$ cat src/rtl/ntt_butterfly_pkg.sv
// Shared types and constants for the Kyber NTT/INTT butterfly.
//   DWIDTH   coefficient width
//   Q        Kyber modulus
//   IDX_W    width of the opaque tag carried with each butterfly
// Montgomery form uses R = 2^16; MONT_QINV_NEG = -Q^-1 mod R.
package ntt_butterfly_pkg;

  localparam int DWIDTH      = 12;
  localparam int Q           = 3329;
  localparam int IDX_W       = 8;
  localparam int MONT_R_BITS = 16;
  localparam logic [MONT_R_BITS-1:0] MONT_QINV_NEG = 16'd3327;

  typedef enum logic {
    MODE_CT = 1'b0,
    MODE_GS = 1'b1
  } bfly_mode_e;

  typedef logic [DWIDTH-1:0] coef_t;
  typedef logic [IDX_W-1:0]  idx_t;

  // S1: raw registered inputs
  typedef struct packed {
    bfly_mode_e mode;
    coef_t      a;
    coef_t      b;
    coef_t      zeta;
    idx_t       idx;
  } s1_payload_t;

  // S2: CT holds {x=a, y=t}; GS holds {x=a', y=a-b}
  typedef struct packed {
    bfly_mode_e mode;
    coef_t      x;
    coef_t      y;
    coef_t      zeta;
    idx_t       idx;
  } s2_payload_t;

  // S3: final result
  typedef struct packed {
    coef_t a;
    coef_t b;
    idx_t  idx;
  } s3_payload_t;

endpackage

$ cat src/rtl/ntt_butterfly_if.sv
// Handshake/data bundle for ntt_butterfly.
//   in_*      request side: valid/ready, mode, a, b, zeta, idx
//   out_*     result side: valid/ready, a', b', idx
//   busy      any pipeline stage holds valid data
// master = producer/consumer side (testbench, controller); slave = butterfly.
interface ntt_butterfly_if;
  import ntt_butterfly_pkg::*;

  logic  in_valid;
  logic  in_ready;
  logic  in_mode;
  coef_t in_a;
  coef_t in_b;
  coef_t in_zeta;
  idx_t  in_idx;
  logic  out_valid;
  logic  out_ready;
  coef_t out_a;
  coef_t out_b;
  idx_t  out_idx;
  logic  busy;

  modport master (
    output in_valid, in_mode, in_a, in_b, in_zeta, in_idx, out_ready,
    input  in_ready, out_valid, out_a, out_b, out_idx, busy
  );

  modport slave (
    input  in_valid, in_mode, in_a, in_b, in_zeta, in_idx, out_ready,
    output in_ready, out_valid, out_a, out_b, out_idx, busy
  );

endinterface

$ cat src/rtl/ntt_butterfly_arith.sv
// Combinational modular primitives over Z_Q, all operands/results in [0,Q-1].
//   mod_add          z = (x + y) mod Q
//   mod_sub          z = (x - y) mod Q
//   montgomery_mult  z = x * y * 2^-16 mod Q
module mod_add
  import ntt_butterfly_pkg::*;
(
  input  coef_t x,
  input  coef_t y,
  output coef_t z
);
  localparam logic [DWIDTH:0] Q_EXT = (DWIDTH+1)'(Q);

  logic [DWIDTH:0] sum;
  logic [DWIDTH:0] red;

  always_comb begin
    sum = {1'b0, x} + {1'b0, y};
    red = sum - Q_EXT;
    z   = (sum >= Q_EXT) ? red[DWIDTH-1:0] : sum[DWIDTH-1:0];
  end
endmodule

module mod_sub
  import ntt_butterfly_pkg::*;
(
  input  coef_t x,
  input  coef_t y,
  output coef_t z
);
  localparam logic [DWIDTH:0] Q_EXT = (DWIDTH+1)'(Q);

  logic [DWIDTH:0] diff;
  logic [DWIDTH:0] wrap;

  // Borrow out of the top bit means x < y; adding Q back lands in [1,Q-1].
  always_comb begin
    diff = {1'b0, x} - {1'b0, y};
    wrap = diff + Q_EXT;
    z    = diff[DWIDTH] ? wrap[DWIDTH-1:0] : diff[DWIDTH-1:0];
  end
endmodule

module montgomery_mult
  import ntt_butterfly_pkg::*;
(
  input  coef_t x,
  input  coef_t y,
  output coef_t z
);
  localparam int PW = 2 * DWIDTH;
  localparam logic [MONT_R_BITS-1:0] Q_R   = MONT_R_BITS'(Q);
  localparam logic [31:0]            Q_32  = 32'(Q);

  logic [PW-1:0]          prod;
  logic [MONT_R_BITS-1:0] m;
  logic [31:0]            acc;
  logic [MONT_R_BITS-1:0] t;

  // REDC: m makes prod + m*Q divisible by 2^16; the quotient is < 2Q so a
  // single conditional subtract finishes the reduction.
  always_comb begin
    prod = {{DWIDTH{1'b0}}, x} * {{DWIDTH{1'b0}}, y};
    m    = prod[MONT_R_BITS-1:0] * MONT_QINV_NEG;
    acc  = {{(32-PW){1'b0}}, prod} + ({16'b0, m} * Q_32);
    t    = acc[31:MONT_R_BITS];
    z    = (t >= Q_R) ? DWIDTH'(t - Q_R) : t[DWIDTH-1:0];
  end
endmodule

$ cat src/rtl/ntt_butterfly_stage.sv
// bfly_pipe_stage: one valid/stall register slice of the butterfly pipeline.
//   in_valid/in_data/in_ready     upstream side
//   out_valid/out_data/out_ready  downstream side (out_ready = next slice loads)
// The slice loads whenever it is empty or downstream takes its content, so
// bubbles collapse. Data only changes on a real transfer, keeping outputs
// stable while stalled.
module bfly_pipe_stage #(
  parameter int W = 8
) (
  input  logic         clk,
  input  logic         rst,
  input  logic         in_valid,
  input  logic [W-1:0] in_data,
  output logic         in_ready,
  output logic         out_valid,
  output logic [W-1:0] out_data,
  input  logic         out_ready
);
  logic         valid_q, valid_d;
  logic [W-1:0] data_q,  data_d;

  always_comb begin
    in_ready = !valid_q || out_ready;
    valid_d  = valid_q;
    data_d   = data_q;
    if (in_ready) begin
      valid_d = in_valid;
      if (in_valid) data_d = in_data;
    end
  end

  always_ff @(posedge clk) begin
    if (rst) begin
      valid_q <= 1'b0;
      data_q  <= '0;
    end else begin
      valid_q <= valid_d;
      data_q  <= data_d;
    end
  end

  assign out_valid = valid_q;
  assign out_data  = data_q;
endmodule

$ cat src/rtl/ntt_butterfly.sv
// ntt_butterfly: pipelined radix-2 Kyber butterfly (q = 3329).
//   clk, rst   clock, synchronous active-high reset
//   bus        ntt_butterfly_if.slave: in_* request, out_* result, busy
// CT (mode 0): t = mont(b,zeta); a' = a+t; b' = a-t
// GS (mode 1): a' = a+b;         b' = mont(a-b, zeta)
// S1 registers inputs, S2 the first operation, S3 the second (outputs).
// Latency 2 edges after acceptance, one butterfly per cycle.
module ntt_butterfly
  import ntt_butterfly_pkg::*;
(
  input  logic           clk,
  input  logic           rst,
  ntt_butterfly_if.slave bus
);
  s1_payload_t s1_in, s1_q;
  s2_payload_t s2_in, s2_q;
  s3_payload_t s3_in, s3_q;
  logic        s1_ready, s2_ready, s3_ready;
  logic        s1_valid, s2_valid, s3_valid;

  coef_t t_ct, sum_ab, diff_ab;
  coef_t sum_xy, diff_xy, t_gs;

  always_comb begin
    s1_in.mode = bfly_mode_e'(bus.in_mode);
    s1_in.a    = bus.in_a;
    s1_in.b    = bus.in_b;
    s1_in.zeta = bus.in_zeta;
    s1_in.idx  = bus.in_idx;
  end

  bfly_pipe_stage #(.W($bits(s1_payload_t))) u_s1 (
    .clk       (clk),
    .rst       (rst),
    .in_valid  (bus.in_valid),
    .in_data   (s1_in),
    .in_ready  (s1_ready),
    .out_valid (s1_valid),
    .out_data  (s1_q),
    .out_ready (s2_ready)
  );

  montgomery_mult u_mont_ct (.x(s1_q.b), .y(s1_q.zeta), .z(t_ct));
  mod_add         u_add_ab  (.x(s1_q.a), .y(s1_q.b),    .z(sum_ab));
  mod_sub         u_sub_ab  (.x(s1_q.a), .y(s1_q.b),    .z(diff_ab));

  always_comb begin
    s2_in.mode = s1_q.mode;
    s2_in.zeta = s1_q.zeta;
    s2_in.idx  = s1_q.idx;
    if (s1_q.mode == MODE_GS) begin
      s2_in.x = sum_ab;
      s2_in.y = diff_ab;
    end else begin
      s2_in.x = s1_q.a;
      s2_in.y = t_ct;
    end
  end

  bfly_pipe_stage #(.W($bits(s2_payload_t))) u_s2 (
    .clk       (clk),
    .rst       (rst),
    .in_valid  (s1_valid),
    .in_data   (s2_in),
    .in_ready  (s2_ready),
    .out_valid (s2_valid),
    .out_data  (s2_q),
    .out_ready (s3_ready)
  );

  mod_add         u_add_xy  (.x(s2_q.x), .y(s2_q.y),    .z(sum_xy));
  mod_sub         u_sub_xy  (.x(s2_q.x), .y(s2_q.y),    .z(diff_xy));
  montgomery_mult u_mont_gs (.x(s2_q.y), .y(s2_q.zeta), .z(t_gs));

  always_comb begin
    s3_in.idx = s2_q.idx;
    if (s2_q.mode == MODE_GS) begin
      s3_in.a = s2_q.x;
      s3_in.b = t_gs;
    end else begin
      s3_in.a = sum_xy;
      s3_in.b = diff_xy;
    end
  end

  bfly_pipe_stage #(.W($bits(s3_payload_t))) u_s3 (
    .clk       (clk),
    .rst       (rst),
    .in_valid  (s2_valid),
    .in_data   (s3_in),
    .in_ready  (s3_ready),
    .out_valid (s3_valid),
    .out_data  (s3_q),
    .out_ready (bus.out_ready)
  );

  // in_ready is forced low while reset is asserted so nothing is accepted
  // on the reset edge.
  assign bus.in_ready  = s1_ready && !rst;
  assign bus.out_valid = s3_valid;
  assign bus.out_a     = s3_q.a;
  assign bus.out_b     = s3_q.b;
  assign bus.out_idx   = s3_q.idx;
  assign bus.busy      = s1_valid || s2_valid || s3_valid;
endmodule

$ cat src/flat_wrapper.sv
// flat-port wrapper written by rule: the top's interface ports become plain ports
module ntt_butterfly_flat import ntt_butterfly_pkg::*;
  (clk, rst, bus_in_valid, bus_in_mode, bus_in_a, bus_in_b, bus_in_zeta, bus_in_idx, bus_out_ready, bus_in_ready, bus_out_valid, bus_out_a, bus_out_b, bus_out_idx, bus_busy);
  ntt_butterfly_if bus_i ();
  input  logic clk;
  input  logic rst;
  input wire logic [$bits(bus_i.in_valid)-1:0] bus_in_valid;
  input wire logic [$bits(bus_i.in_mode)-1:0] bus_in_mode;
  input wire logic [$bits(bus_i.in_a)-1:0] bus_in_a;
  input wire logic [$bits(bus_i.in_b)-1:0] bus_in_b;
  input wire logic [$bits(bus_i.in_zeta)-1:0] bus_in_zeta;
  input wire logic [$bits(bus_i.in_idx)-1:0] bus_in_idx;
  input wire logic [$bits(bus_i.out_ready)-1:0] bus_out_ready;
  output wire logic [$bits(bus_i.in_ready)-1:0] bus_in_ready;
  output wire logic [$bits(bus_i.out_valid)-1:0] bus_out_valid;
  output wire logic [$bits(bus_i.out_a)-1:0] bus_out_a;
  output wire logic [$bits(bus_i.out_b)-1:0] bus_out_b;
  output wire logic [$bits(bus_i.out_idx)-1:0] bus_out_idx;
  output wire logic [$bits(bus_i.busy)-1:0] bus_busy;
  assign bus_i.in_valid = bus_in_valid;
  assign bus_i.in_mode = bus_in_mode;
  assign bus_i.in_a = bus_in_a;
  assign bus_i.in_b = bus_in_b;
  assign bus_i.in_zeta = bus_in_zeta;
  assign bus_i.in_idx = bus_in_idx;
  assign bus_i.out_ready = bus_out_ready;
  assign bus_in_ready = bus_i.in_ready;
  assign bus_out_valid = bus_i.out_valid;
  assign bus_out_a = bus_i.out_a;
  assign bus_out_b = bus_i.out_b;
  assign bus_out_idx = bus_i.out_idx;
  assign bus_busy = bus_i.busy;
  ntt_butterfly u_core (.clk(clk), .rst(rst), .bus(bus_i));
endmodule
$ cat config.mk
export PLATFORM = sky130hd
export DESIGN_NAME = ntt_butterfly_flat
export DESIGN_NICKNAME = d
export VERILOG_FILES = /design/src/rtl/ntt_butterfly_pkg.sv /design/src/rtl/ntt_butterfly_if.sv /design/src/rtl/ntt_butterfly_arith.sv /design/src/rtl/ntt_butterfly_stage.sv /design/src/rtl/ntt_butterfly.sv /design/src/flat_wrapper.sv
export SDC_FILE = /design/constraint.sdc
export NUM_CORES = 2
export LEC_CHECK = 0
export CAP_MARGIN = 20
export CORE_MARGIN = 2
export CORE_UTILIZATION = 60
export CTS_CLUSTER_DIAMETER = 80
export DETAILED_ROUTE_END_ITERATION = 7
export PLACE_DENSITY = 0.78
export RECOVER_POWER = 100
export SETUP_SLACK_MARGIN = 0.1
export SKIP_LAST_GASP = 1
export SYNTH_ARGS = -nofsm -noshare
export SYNTH_HDL_FRONTEND = slang
export SYNTH_SLANG_ARGS = --single-unit
$ cat constraint.sdc
create_clock -name clk -period 16.1 [get_ports clk]
set_input_delay 1.61 -clock clk [delete_from_list [all_inputs] [get_ports clk]]
set_output_delay 1.61 -clock clk [all_outputs]
set_load 0.02 [all_outputs]
==> results.cfg <==
[sta]
slew_headroom = -1.77
rsz0062_at_grt = no
slew_viol_final = 99
finalSetupViolations = 0
timing.final.crit_share = 0.912
min_period_ps = 14690
tightest_slew_ps = 4160
hold_viol_final = 0
skew_ps = 13.9
tns_ps = 0
max_freq_mhz = 68.1

[setup_path]
worstSetupPathType = register to register
crit_family = adder cells
worstPathRequired_ps = 16420
path_max_fanout = 14
worstPathArrival_ps = 15010
crit_path_start_kind = register
critPathSlowestCell = o221ai_1
critical_path_buf_inv_count = 9
cpMostUsedCell = fa_1
worst_path_largest_cell_delay_ps = 790
end_kind = register

[logic_synthesis]
ys_warn_count = 0
ys.flop_type = dfxtp_1
synth_edf_count = 0
async_flop_share = 0
syn_nets = 4268
syn-cell-area_sq_um = 28400
syn_area_per_cell_sq_um = 8.44
yosysSeqAreaShare = 0.0880
yosys_register_bits = 125
synth_cell_types = 85
synthCells = 3369

[clock_tree]
post_cts_buffers = 0
clk_path_buf_depth = 2
clkLatencyLatePin_ps = 430
cts_buffers = 17
cts_root_buffer = clkbuf_16
tritoncts = built
numClockSinks = 125
htreeDepth = 4
cts_hold_buf = 0
ctsResizeCount = 0
cts.clk_slew.worst_paths_ps = 60

[die]
die_w_um = 222
start_util = 0.609
rows = 79
dieArea_sq_um = 49100
io_pins = 84
fp.dieH_um = 222
coreArea_sq_um = 46700

[cells_and_area]
multi_input_area_sq_um = 23100
syn2layout_area_growth_pct = 6.30
antenna_cells = 0
fin_nets = 4272
drive_gt1_frac = 0.0207
regArea_sq_um = 2500
num-fill-cells = 3924
finalInstanceArea_sq_um = 30200

[routing]
drc = 0
detail_route.wl_per_cell_um = 17.4
dr.pass1.iters = 6
num_vias = 22898
drt_iter0_drc = 1291
drt-total-wl_mm = 69.6
drt-vias-per-instance = 5.73
antenna_left = 0

[flow_run]
max-cap-violations = 1

[grt]
grt_max_degree = 99
grt_usage = 0.290
grt_overflow = 0
grt_pass1_wl_mm = 117
antenna_found_initial = 0
grt_pass1_vias = 23872

[placement]
post_dp_cell_area_sq_um = 29700
hpwl_mm = 58.2
gp_congestion = 0.938
io_buffers = 83

[min_path]
hold_class = register to register

[status]
violations = capacitance limit, slew limit
status = finished with violations
## cell families (layout without fill, tap and decap cells)
family | Yosys count | after routing | share of synthesized area
AOI/OAI and AO/OA | 519 | 519 | 0.120
adders and majority gates | 850 | 850 | 0.473
and+or+nand+nor | 903 | 903 | 0.151
buffers and inverters | 756 | 773 | 0.0999
xor gates and xnor gates | 200 | 200 | 0.0621
DFF | 125 | 125 | 0.0880
muxes | 16 | 16 | 0.00577
## worst paths after layout
path / from / to / slack (ps) / depth (start not counted)
worst min register to register: u_core.u_s3.out_data[22] / u_core.u_s3.out_data[22] / 450 / 2
worst max-delay path: u_core.u_s2.out_data[22] / u_core.u_s3.out_data[18] / 1410 / 50
worst max register to register: u_core.u_s2.out_data[22] / u_core.u_s3.out_data[18] / 1410 / 50
worst min-delay path: u_core.u_s3.out_data[22] / u_core.u_s3.out_data[22] / 450 / 2
## per-layer routing
| layer | wire, um | global-route usage | vias up |
|---|---|---|---|
| met5 | 0 | 0 | - |
| met4 | 1940 | 0.0887 | 0 |
| met3 | 3660 | 0.0346 | 140 |
| met2 | 34300 | 0.509 | 625 |
| met1 | 29700 | 0.376 | 11249 |
| li1 | - | - | 10884 |
## per-stage QoR
| stage | util | instances | hold WS, ps | worst slack [ps] |
|---|---|---|---|---|
| 3_5_place_dp | 0.636 | 3960 | 445 | 1940 |
| 6_report | 0.648 | 3993 | 449 | 1410 |
| 3_3_place_gp | 0.636 | 3959 | 436 | 2450 |
| 5_1_grt | 0.648 | 3993 | 465 | 556 |
| 2_1_floorplan | - | 3369 | 432 | 3170 |
| 4_1_cts | 0.648 | 3992 | 453 | 1910 |
## area by class of cell
type                       instances  area share
clock buffer                      20      0.0148
sequential                       125      0.0828
timing repair buffer              96      0.0301
tap                              607      0.0251
multi-input combinational       2488       0.763
clock inverter                    12     0.00377
inverter                         645      0.0801
## synth_stat cells (all sizes together) (68+ instances only)
library cell | number | area share
inv | 645 | 0.085
ha | 474 | 0.21
nand2 | 409 | 0.054
fa | 376 | 0.26
a21oi | 201 | 0.035
and2 | 140 | 0.031
xnor2 | 131 | 0.040
dfxtp | 125 | 0.088
nor2 | 116 | 0.015
clkbuf | 109 | 0.014
o21ai | 72 | 0.013
xor2 | 68 | 0.021
## placed cells by master (no fill, tap or decap), types with 22 or more instances in the layout
cell	instances
nor2_1	116
a211oi_1	32
a21oi_1	201
xor2_1	68
ha_1	474
dfxtp_1	125
nand2_1	409
clkdlybuf4s50_1	47
and2_1	138
fa_1	376
dlygate4sd3_1	35
nor3_1	60
o21ai_0	70
o211ai_1	24
nand3_1	38
xnor2_1	131
inv_1	645
nand2b_1	22
a21o_1	33
## state kept, by name, summed over array words and instances, names as in the netlist
| name | flops |
|---|---|
| u_core.u_s1.out_data | 45 |
| u_core.u_s2.out_data | 45 |
| u_core.u_s3.out_data | 32 |
| u_core.u_s1.out_valid | 1 |
| u_core.u_s2.out_valid | 1 |
| u_core.u_s3.out_valid | 1 |
## worst register-to-register path, delay by kind of cell (launching register included)
kind,cells,cell delay (ps)
AO/OA/AOI/OAI,14,3780
XOR/XNOR,3,760
adder cells (fa/ha/maj),17,6970
buffers and inverters,9,510
flip-flops,1,690
AND/OR/NAND/NOR,7,1880
Power is not shown: default switching activity piles up to over one toggle a cycle in this logic, so the estimate is an artifact.
